File: config.mk
export PLATFORM = sky130hd
export DESIGN_NAME = pack8_sequencer_wn
export DESIGN_NICKNAME = d
export VERILOG_FILES = /design/src/rtl/pack8_sequencer_wn.sv
export SDC_FILE = /design/constraint.sdc
export NUM_CORES = 1
export LEC_CHECK = 0
export ABC_AREA = 0
export CAP_MARGIN = 20
export CORE_ASPECT_RATIO = 1.1
export CORE_UTILIZATION = 52
export CTS_CLUSTER_SIZE = 14
export DETAILED_ROUTE_END_ITERATION = 16
export HOLD_SLACK_MARGIN = 0.12
export PLACE_DENSITY = 0.89
export REMOVE_ABC_BUFFERS = 1
export SLEW_MARGIN = 20
export SYNTH_ARGS = -nofsm -noshare
export SYNTH_HDL_FRONTEND = slang
export SYNTH_SLANG_ARGS = --single-unit
File: constraint.sdc
create_clock -name clk -period 3.9 [get_ports clk]
set_input_delay 0.78 -clock clk [delete_from_list [all_inputs] [get_ports clk]]
set_output_delay 0.78 -clock clk [all_outputs]
set_load 0.05 [all_outputs]
File: src/rtl/pack8_sequencer_wn.sv
// Packs eight inwidth-bit input words into one 8-lane output word, lane 0 first.
// A flush request forces out a partially filled word with the unused upper lanes zeroed.
module pack8_sequencer_wn #(
  parameter int unsigned inwidth = 4
) (
  input  logic                   clk,
  input  logic                   rst_n,
  input  logic [inwidth-1:0]     in_data,
  input  logic                   in_valid,
  output logic                   in_ready,
  input  logic                   flush,
  output logic                   flush_done,
  output logic [8*inwidth-1:0]   out_data,
  output logic [3:0]             out_lanes,
  output logic                   out_valid,
  input  logic                   out_ready
);

  localparam int unsigned OutWidth = 8 * inwidth;

  logic [2:0]          cnt_q, cnt_d;
  logic [inwidth-1:0]  lanes_q [7];
  logic [OutWidth-1:0] out_data_q, out_data_d;
  logic [3:0]          out_lanes_q, out_lanes_d;
  logic                out_valid_q, out_valid_d;
  logic                flush_done_q, flush_done_d;

  logic                slot_free;
  logic                last;
  logic                acc;
  logic                full_emit;
  logic                flush_emit;
  logic                emit;
  logic [3:0]          fill;
  logic [OutWidth-1:0] merged;

  assign slot_free  = !out_valid_q || out_ready;
  assign last       = (cnt_q == 3'd7);
  // Only the last slot needs the output register; earlier lanes always have room.
  assign in_ready   = !last || slot_free;
  assign acc        = in_valid && in_ready;
  assign full_emit  = acc && last;
  assign flush_emit = flush && slot_free && ((cnt_q != 3'd0) || acc) && !full_emit;
  assign emit       = full_emit || flush_emit;
  assign fill       = {1'b0, cnt_q} + {3'b000, acc};

  // Buffered lanes plus the word arriving this cycle; lanes at or above fill read as zero.
  always_comb begin
    merged = '0;
    for (int k = 0; k < 7; k++) begin
      if (k < int'(fill)) begin
        if (acc && (k == int'(cnt_q))) begin
          merged[k*inwidth +: inwidth] = in_data;
        end else begin
          merged[k*inwidth +: inwidth] = lanes_q[k];
        end
      end
    end
    if (fill == 4'd8) begin
      merged[7*inwidth +: inwidth] = in_data;
    end
  end

  always_comb begin
    cnt_d       = cnt_q;
    out_data_d  = out_data_q;
    out_lanes_d = out_lanes_q;
    out_valid_d = out_valid_q;
    if (out_valid_q && out_ready) begin
      out_valid_d = 1'b0;
    end
    if (emit) begin
      out_data_d  = merged;
      out_lanes_d = fill;
      out_valid_d = 1'b1;
      cnt_d       = 3'd0;
    end else if (acc) begin
      cnt_d = cnt_q + 3'd1;
    end
    // A flush with nothing buffered and nothing arriving completes without a word.
    flush_done_d = flush && (emit || ((cnt_q == 3'd0) && !acc));
  end

  always_ff @(posedge clk or negedge rst_n) begin
    if (!rst_n) begin
      cnt_q        <= 3'd0;
      out_data_q   <= '0;
      out_lanes_q  <= 4'd0;
      out_valid_q  <= 1'b0;
      flush_done_q <= 1'b0;
      for (int k = 0; k < 7; k++) begin
        lanes_q[k] <= '0;
      end
    end else begin
      cnt_q        <= cnt_d;
      out_data_q   <= out_data_d;
      out_lanes_q  <= out_lanes_d;
      out_valid_q  <= out_valid_d;
      flush_done_q <= flush_done_d;
      for (int k = 0; k < 7; k++) begin
        if (acc && !last && (cnt_q == 3'(k))) begin
          lanes_q[k] <= in_data;
        end
      end
    end
  end

  assign out_data   = out_data_q;
  assign out_lanes  = out_lanes_q;
  assign out_valid  = out_valid_q;
  assign flush_done = flush_done_q;

endmodule
==> flow_summary.toml <==
[run_status]
status = "completed"

[setup_path]
crit_path_end_kind = "output port"
critPathMaxFanout = 7
slowest_delay_ns = 0.83
critPathKind = "in2out"
cpMaxStageDelayCell = "clkdlybuf4s50_1"
start_kind = "primary input"
worstPathCellList = "clkdlybuf4s50_1 > and3b_2 > inv_2 > clkdlybuf4s50_1"
worstPathArrival_ns = 2.53
path_common_cell = "clkdlybuf4s50_1"
crit_required_ns = 3.12

[die]
io-pin-count = 48
start_util_pct = 54.0
die_width_um = 78.5
coreArea_mm2 = 0.00619
die_h_um = 86.1
dieArea_mm2 = 0.00676
num_rows = 30

[cts]
cts_tree = "built"
htreeDepth = 3
cts_setup_buffers = 0
clk_path_buf_depth = 2
cts.sinks = 69
holdBufCountCts = 0
clock_latency_ns = 0.34
cts.reportedPaths.clkPinSlew_ns = 0.07
root_buffer = "clkbuf_8"
cts-resized-gates = 0
cts-buffers-inserted = 9

[route]
drt_iter0_markers = 146
drcViolationCount = 0
num_vias = 2213
drtPass1Iterations = 4
routed_wl_um = 6730
final_antenna_net_count = 0
via_per_inst = 5.62
wl_per_cell_um = 17.1

[power_and_ir_drop]
power_density_mw_per_mm2 = 769
leakagePower_uw = 0.00168
switching_share_pct = 39.8
power_switching_uw = 1220
power.internal_uw = 1850
pwr-share-clk_pct = 18.7
pwr-share-seq_pct = 36.9
p_comb_share_pct = 44.4
peakVddDrop_uv = 412

[global_routing]
grt_first_pass_wirelength_um = 11400
grt_pass1_vias = 2305
grt_util_all_layers_pct = 22.4
overflow = 0
grt_max_degree = 26
antenna_found_initial = 0

[cells_and_area]
nets = 327
final_common_cell = "dfrtp_1"
final_cell_mix = "dfrtp_1, clkdlybuf4s50_1, mux2_2, mux2i_1, inv_1"
diodes = 0
drive_above_1_share_pct = 18.8
syn_to_final_growth_pct = 19.3
design_area_mm2 = 0.00399
fillers = 482

[synth]
synth.yosys.warnings = 0
synth-xor-area-share_pct = 0.524
synthMuxAreaShare_pct = 18.8
synth-simple-area-share_pct = 7.40
netlist_instances = 268
ys_ff_latch = 69
synth-compound-area-share_pct = 12.2
ys_seq_area_share_pct = 51.6
synth_top_family_by_area = "multiplexers"
synth_area_per_cell_um2 = 12.5
syn_area_mm2 = 0.00335
synth.distinct_cells = 40
synthAdderAreaFrac_pct = 2.99

[placement]
port-buffer-count = 47
place_congestion = 0.841
dpl-instance-area_mm2 = 0.00380
place_hpwl_um = 4700

[timing]
setup_tns_ns = 0
rsz0062_at_grt = "no"
final_max_slew_viol_count = 0
fin_crit_sh_pct = 84.8
clock_skew_ns = 0.00717
worstMarginPinSlew_ns = 0.658
setup-violations-final = 0
finalHoldViolations = 0
slew-limit-headroom_pct = 56.0
max_freq_ghz = 0.302
min_period_ns = 3.31

[run]
cap_violations = 0

[hold_path]
hold_class = "in2async"
==> power by group through the flow <==
| stage | Sequential [uW] | Combinational (uW) | Clock (uW) |
|---|---|---|---|
| global route | 1160 | 1460 | 616 |
| global placement | 1130 | 1320 | 0 |
| detailed placement | 1140 | 1370 | 0 |
| floorplan | 1470 | 616 | 0 |
| CTS | 1130 | 1370 | 585 |
| finish | 1130 | 1360 | 573 |
==> path summary, 6_finish.rpt <==
check / slack (ns) / from / to / depth (start not counted)
max reg2reg: 0.68 / cnt_q[1]$_DFFE_PN0P_ / out_data[1]$_DFFE_PN0P_ / 12
min in group clk: 0.49 / out_data[15]$_DFFE_PN0P_ / out_data[15]$_DFFE_PN0P_ / 1
min reg2reg: 0.49 / out_data[15]$_DFFE_PN0P_ / out_data[15]$_DFFE_PN0P_ / 1
min: 0.39 / rst_n / out_data[25]$_DFFE_PN0P_ / 1
max: 0.59 / out_ready / in_ready / 4
max in group asynchronous: 2.81 / rst_n / lanes_q[23]$_DFFE_PN0P_ / 2
==> Yosys cell counts (all sizes together) <==
cell     count  area, um2
nor2b        2       12.5
o2bb2ai     16        140
o211ai       4       30.0
nand2b       1       8.76
o32ai       13        114
nand2        6       22.5
mux2i       28        280
o22ai        2       12.5
o21ai        6       41.3
nand3        8       40.0
and2         1       6.26
and3         6       42.5
a21oi        4       38.8
nor3         2       10.0
nor2         9       62.6
a31oi        1       6.26
a21boi       1       7.51
and4         3       26.3
dfrtp       69       1730
and3b        1       10.0
clkbuf       7       26.3
inv         22       82.6
o311a        1       10.0
ha           8        100
mux2        31        349
or2          1       6.26
buf         12        108
xnor2        2       17.5
a22oi        1       7.51
==> sequential cells by signal, indices dropped and copies added, names as in the netlist <==
signal,flops
cnt_q,3
flush_done,1
lanes_q,28
out_data,32
out_lanes,4
out_valid,1
==> per-layer routing <==
layer	wire length [um]	vias to the layer above	part of all wire, %	global-route usage (%)
li1	-	1045	-	-
met1	3180	1107	47	30.3
met2	3160	52	47	35.2
met3	266	9	4.0	3.94
met4	120	0	1.8	10.3
met5	0	-	0	0
==> logic make-up after synthesis <==
| kind of cell | after synthesis |
|---|---|
| flip-flops | 69 |
| multiplexers | 59 |
| AO/OA/AOI/OAI | 49 |
| buffers and inverters | 41 |
| AND/OR/NAND/NOR | 40 |
| adder cells (fa/ha/maj) | 8 |
| XOR/XNOR | 2 |
==> worst max-delay path, delay by kind of cell <==
family        cells  cell delay, ns
buf+inv           3            1.47
simple gates      1            0.28
==> final cells by class <==
cell class | instances | area (um2) | area share, %
sequential | 69 | 1730 | 43.2
multi-input combinational | 158 | 1400 | 35.1
timing repair buffer | 50 | 488 | 12.2
clock buffer | 14 | 163 | 4.07
tap | 80 | 100 | 2.51
inverter | 22 | 82.6 | 2.07
clock inverter | 1 | 30.0 | 0.752
==> metrics by stage <==
stage	hold WS, ns	setup slack, ns	utilization [%]	cells	total power (uW)
after floorplan	0.479	0.915	-	249	2080
after global placement	0.478	0.520	61.4	379	2450
after detailed placement	0.477	0.334	61.4	379	2510
after CTS	0.389	0.604	64.5	394	3090
after global routing	0.412	0.374	64.5	394	3240
final	0.388	0.591	64.5	394	3070
(Power assumes the default switching activity.)
